--- src/rtl/cu_pkg.sv ---
// Shared types and helpers for the multi-cycle control unit.
// Optional illegal-opcode trap is enabled by defining CU_ILLEGAL_TRAP_EN.
package cu_pkg;

  typedef enum logic [2:0] {
    OPC_LW  = 3'd0,
    OPC_SW  = 3'd1,
    OPC_ADD = 3'd2,
    OPC_SUB = 3'd3,
    OPC_AND = 3'd4,
    OPC_OR  = 3'd5,
    OPC_BEQ = 3'd6
  } opcode_e;

  typedef enum logic [1:0] {
    ALU_ADD = 2'd0,
    ALU_SUB = 2'd1,
    ALU_AND = 2'd2,
    ALU_OR  = 2'd3
  } alu_op_e;

  typedef enum logic [2:0] {
    ST_FETCH  = 3'd0,
    ST_DECODE = 3'd1,
    ST_EXEC   = 3'd2,
    ST_MEM    = 3'd3,
    ST_WB     = 3'd4,
    ST_TRAP   = 3'd5
  } state_e;

  typedef enum logic [2:0] {
    CLS_MEM_LD  = 3'd0,
    CLS_MEM_ST  = 3'd1,
    CLS_ALU     = 3'd2,
    CLS_BR      = 3'd3,
    CLS_ILLEGAL = 3'd4
  } instr_class_e;

  // Callers zero-extend the opcode, so any set bit above [2:0] makes it illegal.
  function automatic logic is_legal(input logic [31:0] op);
    return op <= 32'(OPC_BEQ);
  endfunction

endpackage

--- src/rtl/multicycle_control_unit_if.sv ---
// Instruction handshake, memory status and datapath control bundle.
// illegal_op exists only when CU_ILLEGAL_TRAP_EN is defined.
interface multicycle_control_unit_if #(
  parameter int OPCODE_W = 3,
  parameter int ALU_OP_W = 2
);
  logic                instr_valid;
  logic                instr_ready;
  logic [OPCODE_W-1:0] opcode;
  logic                z;
  logic                mem_ready;
  logic                ir_write;
  logic [ALU_OP_W-1:0] alu_op;
  logic                alu_src;
  logic                mem_read;
  logic                mem_write;
  logic                mem_to_reg;
  logic                reg_write;
  logic                beq;
  logic                branch_taken;
  logic                mem_err;
  logic                busy;
`ifdef CU_ILLEGAL_TRAP_EN
  logic                illegal_op;
`endif

  modport master (
    output instr_valid, opcode, z, mem_ready,
    input  instr_ready, ir_write, alu_op, alu_src, mem_read, mem_write,
           mem_to_reg, reg_write, beq, branch_taken, mem_err, busy
`ifdef CU_ILLEGAL_TRAP_EN
    , input illegal_op
`endif
  );

  modport slave (
    input  instr_valid, opcode, z, mem_ready,
    output instr_ready, ir_write, alu_op, alu_src, mem_read, mem_write,
           mem_to_reg, reg_write, beq, branch_taken, mem_err, busy
`ifdef CU_ILLEGAL_TRAP_EN
    , output illegal_op
`endif
  );

endinterface

--- src/rtl/cu_decode.sv ---
// Combinational opcode decode: instruction class plus ALU operation.
module cu_decode
  import cu_pkg::*;
#(
  parameter int OPCODE_W = 3,
  parameter int ALU_OP_W = 2
) (
  input  logic [OPCODE_W-1:0] opcode_i,
  output instr_class_e        class_o,
  output logic [ALU_OP_W-1:0] alu_op_o
);

  logic [2:0] op_lo;
  alu_op_e    alu_op;

  assign op_lo = opcode_i[2:0];

  always_comb begin
    class_o = CLS_ILLEGAL;
    alu_op  = ALU_ADD;
    if (is_legal(32'(opcode_i))) begin
      case (opcode_e'(op_lo))
        OPC_LW:  begin class_o = CLS_MEM_LD; alu_op = ALU_ADD; end
        OPC_SW:  begin class_o = CLS_MEM_ST; alu_op = ALU_ADD; end
        OPC_ADD: begin class_o = CLS_ALU;    alu_op = ALU_ADD; end
        OPC_SUB: begin class_o = CLS_ALU;    alu_op = ALU_SUB; end
        OPC_AND: begin class_o = CLS_ALU;    alu_op = ALU_AND; end
        OPC_OR:  begin class_o = CLS_ALU;    alu_op = ALU_OR;  end
        OPC_BEQ: begin class_o = CLS_BR;     alu_op = ALU_SUB; end
        default: begin class_o = CLS_ILLEGAL; alu_op = ALU_ADD; end
      endcase
    end
  end

  assign alu_op_o = ALU_OP_W'(alu_op);

endmodule

--- src/rtl/multicycle_control_unit.sv ---
// Multi-cycle FSM control unit sequencing FETCH/DECODE/EXEC/MEM/WB.
// Define CU_ILLEGAL_TRAP_EN to trap illegal opcodes instead of treating them as NOPs.
//
// state  | meaning
// FETCH  | waiting for an opcode handshake
// DECODE | one bubble cycle, opcode classified
// EXEC   | ALU driven from latched opcode, branch resolved
// MEM    | data memory access, waits on mem_ready or timeout
// WB     | register file write
// TRAP   | illegal opcode seen, left only by reset (optional)
module multicycle_control_unit
  import cu_pkg::*;
#(
  parameter int OPCODE_W    = 3,
  parameter int ALU_OP_W    = 2,
  parameter int MEM_TIMEOUT = 16
) (
  input logic                       clk,
  input logic                       rst_n,
  multicycle_control_unit_if.slave  cu_if
);

  localparam int CNT_W = (MEM_TIMEOUT > 0) ? $clog2(MEM_TIMEOUT + 1) : 1;
  localparam logic [CNT_W-1:0] CNT_MAX = '1;

  localparam logic [2:0] S_FETCH  = 3'(ST_FETCH);
  localparam logic [2:0] S_DECODE = 3'(ST_DECODE);
  localparam logic [2:0] S_EXEC   = 3'(ST_EXEC);
  localparam logic [2:0] S_MEM    = 3'(ST_MEM);
  localparam logic [2:0] S_WB     = 3'(ST_WB);
`ifdef CU_ILLEGAL_TRAP_EN
  localparam logic [2:0] S_TRAP   = 3'(ST_TRAP);
`endif

  logic [2:0]          state_q, state_d;
  logic [OPCODE_W-1:0] opcode_q, opcode_d;
  logic [CNT_W-1:0]    wait_cnt_q, wait_cnt_d;

  instr_class_e        dec_class;
  logic [ALU_OP_W-1:0] dec_alu_op;
  logic                mem_timeout;
  logic                handshake;

  logic                instr_ready;
  logic                ir_write;
  logic [ALU_OP_W-1:0] alu_op;
  logic                alu_src;
  logic                mem_read;
  logic                mem_write;
  logic                mem_to_reg;
  logic                reg_write;
  logic                beq;
  logic                branch_taken;
  logic                mem_err;
  logic                busy;
  logic                illegal_op;

  cu_decode #(
    .OPCODE_W (OPCODE_W),
    .ALU_OP_W (ALU_OP_W)
  ) u_decode (
    .opcode_i (opcode_q),
    .class_o  (dec_class),
    .alu_op_o (dec_alu_op)
  );

  // A zero timeout disables the limit; the counter still saturates harmlessly.
  assign mem_timeout = (MEM_TIMEOUT != 0) && (wait_cnt_q == CNT_W'(MEM_TIMEOUT - 1));
  assign handshake   = cu_if.instr_valid && instr_ready;

  always_comb begin
    state_d    = state_q;
    opcode_d   = opcode_q;
    wait_cnt_d = '0;
    case (state_q)
      S_FETCH: begin
        if (handshake) begin
          opcode_d = cu_if.opcode;
          state_d  = S_DECODE;
        end
      end
      S_DECODE: begin
        if (dec_class == CLS_ILLEGAL) begin
`ifdef CU_ILLEGAL_TRAP_EN
          state_d = S_TRAP;
`else
          state_d = S_FETCH;
`endif
        end else begin
          state_d = S_EXEC;
        end
      end
      S_EXEC: begin
        case (dec_class)
          CLS_MEM_LD, CLS_MEM_ST: state_d = S_MEM;
          CLS_ALU:                state_d = S_WB;
          default:                state_d = S_FETCH;
        endcase
      end
      S_MEM: begin
        if (cu_if.mem_ready) begin
          state_d = (dec_class == CLS_MEM_LD) ? S_WB : S_FETCH;
        end else if (mem_timeout) begin
          state_d = S_FETCH;
        end else begin
          wait_cnt_d = (wait_cnt_q == CNT_MAX) ? wait_cnt_q : wait_cnt_q + 1'b1;
        end
      end
      S_WB: state_d = S_FETCH;
`ifdef CU_ILLEGAL_TRAP_EN
      S_TRAP: state_d = S_TRAP;
`endif
      default: state_d = S_FETCH;
    endcase
  end

  always_ff @(posedge clk) begin
    if (!rst_n) begin
      state_q    <= S_FETCH;
      opcode_q   <= '0;
      wait_cnt_q <= '0;
    end else begin
      state_q    <= state_d;
      opcode_q   <= opcode_d;
      wait_cnt_q <= wait_cnt_d;
    end
  end

  // Every output is held low while reset is asserted so no pulse escapes an aborted instruction.
  always_comb begin
    instr_ready  = 1'b0;
    ir_write     = 1'b0;
    alu_op       = '0;
    alu_src      = 1'b0;
    mem_read     = 1'b0;
    mem_write    = 1'b0;
    mem_to_reg   = 1'b0;
    reg_write    = 1'b0;
    beq          = 1'b0;
    branch_taken = 1'b0;
    mem_err      = 1'b0;
    busy         = 1'b0;
    illegal_op   = 1'b0;
    if (rst_n) begin
      busy = (state_q != S_FETCH);
      case (state_q)
        S_FETCH: begin
          instr_ready = 1'b1;
          ir_write    = cu_if.instr_valid;
        end
        S_EXEC: begin
          alu_op       = dec_alu_op;
          alu_src      = (dec_class == CLS_MEM_LD) || (dec_class == CLS_MEM_ST);
          beq          = (dec_class == CLS_BR);
          branch_taken = (dec_class == CLS_BR) && cu_if.z;
        end
        S_MEM: begin
          alu_op    = dec_alu_op;
          alu_src   = 1'b1;
          mem_read  = (dec_class == CLS_MEM_LD);
          mem_write = (dec_class == CLS_MEM_ST);
          mem_err   = mem_timeout && !cu_if.mem_ready;
        end
        S_WB: begin
          reg_write  = 1'b1;
          mem_to_reg = (dec_class == CLS_MEM_LD);
        end
`ifdef CU_ILLEGAL_TRAP_EN
        S_TRAP: illegal_op = 1'b1;
`endif
        default: ;
      endcase
    end
  end

  assign cu_if.instr_ready  = instr_ready;
  assign cu_if.ir_write     = ir_write;
  assign cu_if.alu_op       = alu_op;
  assign cu_if.alu_src      = alu_src;
  assign cu_if.mem_read     = mem_read;
  assign cu_if.mem_write    = mem_write;
  assign cu_if.mem_to_reg   = mem_to_reg;
  assign cu_if.reg_write    = reg_write;
  assign cu_if.beq          = beq;
  assign cu_if.branch_taken = branch_taken;
  assign cu_if.mem_err      = mem_err;
  assign cu_if.busy         = busy;
`ifdef CU_ILLEGAL_TRAP_EN
  assign cu_if.illegal_op   = illegal_op;
`else
  logic unused_illegal_op;
  assign unused_illegal_op = illegal_op;
`endif

endmodule

--- src/flat_wrapper.sv ---
// flat-port wrapper written by rule: the top's interface ports become plain ports
module multicycle_control_unit_flat import cu_pkg::*;
#(
  parameter int OPCODE_W    = 3,
  parameter int ALU_OP_W    = 2,
  parameter int MEM_TIMEOUT = 16
)
  (clk, rst_n, cu_if_instr_valid, cu_if_opcode, cu_if_z, cu_if_mem_ready, cu_if_instr_ready, cu_if_ir_write, cu_if_alu_op, cu_if_alu_src, cu_if_mem_read, cu_if_mem_write, cu_if_mem_to_reg, cu_if_reg_write, cu_if_beq, cu_if_branch_taken, cu_if_mem_err, cu_if_busy);
  multicycle_control_unit_if #(.OPCODE_W(OPCODE_W), .ALU_OP_W(ALU_OP_W)) cu_if_i ();
  input logic clk;
  input logic rst_n;
  input wire logic [$bits(cu_if_i.instr_valid)-1:0] cu_if_instr_valid;
  input wire logic [$bits(cu_if_i.opcode)-1:0] cu_if_opcode;
  input wire logic [$bits(cu_if_i.z)-1:0] cu_if_z;
  input wire logic [$bits(cu_if_i.mem_ready)-1:0] cu_if_mem_ready;
  output wire logic [$bits(cu_if_i.instr_ready)-1:0] cu_if_instr_ready;
  output wire logic [$bits(cu_if_i.ir_write)-1:0] cu_if_ir_write;
  output wire logic [$bits(cu_if_i.alu_op)-1:0] cu_if_alu_op;
  output wire logic [$bits(cu_if_i.alu_src)-1:0] cu_if_alu_src;
  output wire logic [$bits(cu_if_i.mem_read)-1:0] cu_if_mem_read;
  output wire logic [$bits(cu_if_i.mem_write)-1:0] cu_if_mem_write;
  output wire logic [$bits(cu_if_i.mem_to_reg)-1:0] cu_if_mem_to_reg;
  output wire logic [$bits(cu_if_i.reg_write)-1:0] cu_if_reg_write;
  output wire logic [$bits(cu_if_i.beq)-1:0] cu_if_beq;
  output wire logic [$bits(cu_if_i.branch_taken)-1:0] cu_if_branch_taken;
  output wire logic [$bits(cu_if_i.mem_err)-1:0] cu_if_mem_err;
  output wire logic [$bits(cu_if_i.busy)-1:0] cu_if_busy;
  assign cu_if_i.instr_valid = cu_if_instr_valid;
  assign cu_if_i.opcode = cu_if_opcode;
  assign cu_if_i.z = cu_if_z;
  assign cu_if_i.mem_ready = cu_if_mem_ready;
  assign cu_if_instr_ready = cu_if_i.instr_ready;
  assign cu_if_ir_write = cu_if_i.ir_write;
  assign cu_if_alu_op = cu_if_i.alu_op;
  assign cu_if_alu_src = cu_if_i.alu_src;
  assign cu_if_mem_read = cu_if_i.mem_read;
  assign cu_if_mem_write = cu_if_i.mem_write;
  assign cu_if_mem_to_reg = cu_if_i.mem_to_reg;
  assign cu_if_reg_write = cu_if_i.reg_write;
  assign cu_if_beq = cu_if_i.beq;
  assign cu_if_branch_taken = cu_if_i.branch_taken;
  assign cu_if_mem_err = cu_if_i.mem_err;
  assign cu_if_busy = cu_if_i.busy;
  multicycle_control_unit #(.OPCODE_W(OPCODE_W), .ALU_OP_W(ALU_OP_W), .MEM_TIMEOUT(MEM_TIMEOUT)) u_core (.clk(clk), .rst_n(rst_n), .cu_if(cu_if_i));
endmodule
--- config.mk ---
export PLATFORM = sky130hd
export DESIGN_NAME = multicycle_control_unit_flat
export DESIGN_NICKNAME = d
export VERILOG_FILES = /design/src/rtl/cu_pkg.sv /design/src/rtl/multicycle_control_unit_if.sv /design/src/rtl/cu_decode.sv /design/src/rtl/multicycle_control_unit.sv /design/src/flat_wrapper.sv
export SDC_FILE = /design/constraint.sdc
export NUM_CORES = 1
export LEC_CHECK = 0
export ABC_CLOCK_PERIOD_IN_PS = 3500
export BUFFER_PORTS_ARGS = -buffer_cell sky130_fd_sc_hd__buf_2
export CAP_MARGIN = 20
export CORE_MARGIN = 2
export CORE_UTILIZATION = 52
export CTS_CLUSTER_SIZE = 30
export DETAILED_ROUTE_END_ITERATION = 7
export PLACE_DENSITY_LB_ADDON = 0.15
export SLEW_MARGIN = 20
export SYNTH_ARGS = -nofsm -noshare
export SYNTH_HDL_FRONTEND = slang
export SYNTH_SLANG_ARGS = --single-unit
--- constraint.sdc ---
create_clock -name clk -period 3.5 [get_ports clk]
set_input_delay 0.875 -clock clk [delete_from_list [all_inputs] [get_ports clk]]
set_output_delay 0.875 -clock clk [all_outputs]
set_load 0.005 [all_outputs]
==> impl_metrics.py <==
metrics = {
    "yosys": {
        "synth.avg_cell_area_um2": 8.50,
        "ys_types": 31,
        "syn_inst": 82,
        "netlist_area_um2": 697,
        "synth_seq_area_share_pct": 31.6,
        "syn_nets": 93,
        "synth_seq_cells": 11,
        "ys.warnings.count": 0,
    },
    "cells_and_area": {
        "drive_above_1_share_pct": 29.3,
        "antenna_cells": 0,
        "layout_common_cells": "20 x buf_2, 11 x dfxtp_1, 7 x nand2_1",
        "fillCellCount": 121,
        "syn_to_final_growth_pct": 15.4,
        "nNetsFinal": 111,
        "final_common_cell": "buf_2",
        "fin_util_pct": 63.4,
        "fin_cells": 114,
    },
    "placed_design": {
        "dp.cells": 110,
        "hpwlAfterDp_um": 1020,
        "place_congestion": 0.790,
        "numPortBuffers": 20,
    },
    "clock_network": {
        "cts_buffer_depth": 2,
        "cts_buffers": 3,
        "cts.clk_slew.worst_paths_ns": 0.06,
        "cts_sinks": 11,
        "clk_latency_ns": 0.27,
        "post_cts_buffers": 0,
        "root_buffer": "clkbuf_4",
        "cts_hold_buf": 0,
        "cts_tree": "built",
        "ctsResizeCount": 0,
        "cts_max_level": 1,
    },
    "sta": {
        "rsz0062_at_grt": "no",
        "clock.fmax_ghz": 0.376,
        "finClkSkew_ns": 0.00473,
        "timing.slew.headroom_pct": 75.9,
        "worst_pin_slew_ns": 0.362,
        "setup_viol": 0,
        "hold_viol_final": 0,
        "post-route-min-period_ns": 2.66,
        "post-route-period-util_pct": 75.9,
        "tns_ns": 0,
        "slew_violations": 0,
    },
    "setup_path": {
        "cp_top_family": "simple AND/OR/NAND/NOR gates",
        "path_class": "in -> out",
        "path_max_fanout": 9,
        "worstSetupEndpointType": "output pin",
        "crit_path_start_kind": "input pin",
        "cp_slowest_stage_delay_ns": 0.23,
        "cp_slowest_cell": "nor4_1",
        "crit_arrival_ns": 1.78,
        "cp_cell_sequence": "buf_2 > and3b_1 > nand2_1 > nor4_1 > buf_2",
        "path_buf_inv": 2,
        "worstPathRequired_ns": 2.62,
        "critPathMostFrequentCell": "buf_2",
    },
    "detailed_routing": {
        "final_antenna_net_count": 0,
        "totalWireLength_um": 1330,
        "vias_per_cell": 5.32,
        "route.vias.total": 606,
        "dr.pass1.iters": 4,
        "wl_per_cell_um": 11.6,
        "drc": 0,
        "drt_iter0_drc": 17,
    },
    "global_route": {
        "antenna_found_initial": 0,
        "grt_pass1_vias": 486,
        "overflow": 0,
        "grt_pass1_wl_um": 2050,
        "grt_max_degree": 12,
        "grt_usage_pct": 19.8,
    },
    "status": {
        "status": "completed",
    },
    "worst_hold_path": {
        "min_path_type": "reg -> reg",
    },
    "die": {
        "core.rowCount": 13,
        "die-area_um2": 1650,
        "start_util_pct": 54.9,
        "die_w_um": 40.6,
        "ios": 21,
        "die_h_um": 40.6,
        "core-area_um2": 1270,
    },
    "flow_run": {
        "maxCapViolations": 0,
    },
    "pwr": {
        "p_leak_nw": 0.423,
        "ir_drop_uv": 192,
        "power_density_nw_per_um2": 363,
    },
}
[per-stage QoR]
| step | power (W) | hold slack (ns) | area, um2 | setup slack [ns] |
|---|---|---|---|---|
| after floorplan | 0.000194 | 0.476 | 697 | 1.07 |
| after global placement | 0.000206 | 0.496 | 778 | 0.891 |
| after detailed placement | 0.000208 | 0.525 | 778 | 0.845 |
| after CTS | 0.000298 | 0.542 | 805 | 0.840 |
| after global routing | 0.000315 | 0.557 | 805 | 0.788 |
| final | 0.000292 | 0.536 | 805 | 0.844 |
[where the power goes]
part	internal, W	switching, W	total (W)
logic	0.0000274	0.0000234	0.0000508
clock network	0.0000442	0.0000429	0.0000871
registers	0.000133	0.0000206	0.000154
total	0.000205	0.0000869	0.000292
[flip-flops by register name, indices dropped and copies added (netlist names)]
register           count
u_core.state_q         3
u_core.wait_cnt_q      5
u_core.opcode_q        3
[worst paths after layout]
kind                            slack, ns  depth (start not counted)                              start                                end
worst min register to register       0.54                          2  u_core.wait_cnt_q[1]$_SDFFE_PP0P_  u_core.wait_cnt_q[1]$_SDFFE_PP0P_
worst max register to register       1.65                          5  u_core.wait_cnt_q[0]$_SDFFE_PP0P_  u_core.wait_cnt_q[3]$_SDFFE_PP0P_
worst max-delay path                 0.84                          5                              rst_n                     cu_if_mem_read
worst min-delay path                 0.54                          2  u_core.wait_cnt_q[1]$_SDFFE_PP0P_  u_core.wait_cnt_q[1]$_SDFFE_PP0P_
[cell usage after synthesis, drive strengths merged]
| cell type | number | area share (%) |
|---|---|---|
| ha | 3 | 5.4 |
| and4b | 1 | 1.4 |
| buf | 3 | 3.2 |
| nor2 | 11 | 7.7 |
| o31a | 1 | 1.3 |
| and3 | 2 | 1.8 |
| o311a | 1 | 1.4 |
| or4b | 1 | 1.4 |
| nand3b | 1 | 2.9 |
| nor2b | 3 | 2.7 |
| nor3b | 2 | 2.2 |
| a21oi | 2 | 1.4 |
| nor4 | 1 | 0.90 |
| and3b | 2 | 2.5 |
| o41ai | 1 | 1.3 |
| nand2 | 7 | 3.8 |
| nand2b | 1 | 0.90 |
| inv | 5 | 2.7 |
| nand3 | 2 | 1.4 |
| mux2i | 5 | 7.2 |
| xor2 | 2 | 2.5 |
| nand4b | 2 | 2.5 |
| o21ai | 1 | 0.72 |
| nor3 | 2 | 1.4 |
| o31ai | 1 | 1.1 |
| and2 | 1 | 0.90 |
| dfxtp | 11 | 32 |
| clkbuf | 4 | 2.2 |
| a211oi | 1 | 1.1 |
| xnor2 | 2 | 2.5 |
[worst register-to-register path, cell delays in order (launching register included)]
cell and delay [ns]:
dfxtp_1 0.34, ha_1 0.21, and3_1 0.20, ha_1 0.19, or4b_1 0.70, nor2_2 0.16
[final cells by class]
class / instances / area, um2 / area share (%)
timing repair buffer: 20 / 100 / 12.4
multi-input combinational: 59 / 420 / 52.3
sequential: 11 / 220 / 27.4
clock buffer: 4 / 26.3 / 3.27
tap: 15 / 18.8 / 2.33
inverter: 5 / 18.8 / 2.33
[kinds of logic (layout without fill, tap and decap cells)]
| kind of cell | count (synthesis) | count (layout) | synth area share [%] |
|---|---|---|---|
| flops | 11 | 11 | 31.6 |
| compound gates | 8 | 8 | 8.26 |
| buf+inv | 12 | 29 | 8.08 |
| fa+ha+maj | 3 | 3 | 5.39 |
| xor+xnor | 4 | 4 | 5.03 |
| simple gates | 39 | 39 | 34.5 |
| mux | 5 | 5 | 7.18 |
[routing by layer]
layer	global-route usage, %	vias to the layer above	wire length, um
li1	-	314	-
met1	23.8	268	581
met2	30.2	22	640
met3	9.78	2	94
met4	7.50	0	10
met5	0	-	0
(Power assumes the default switching activity.)
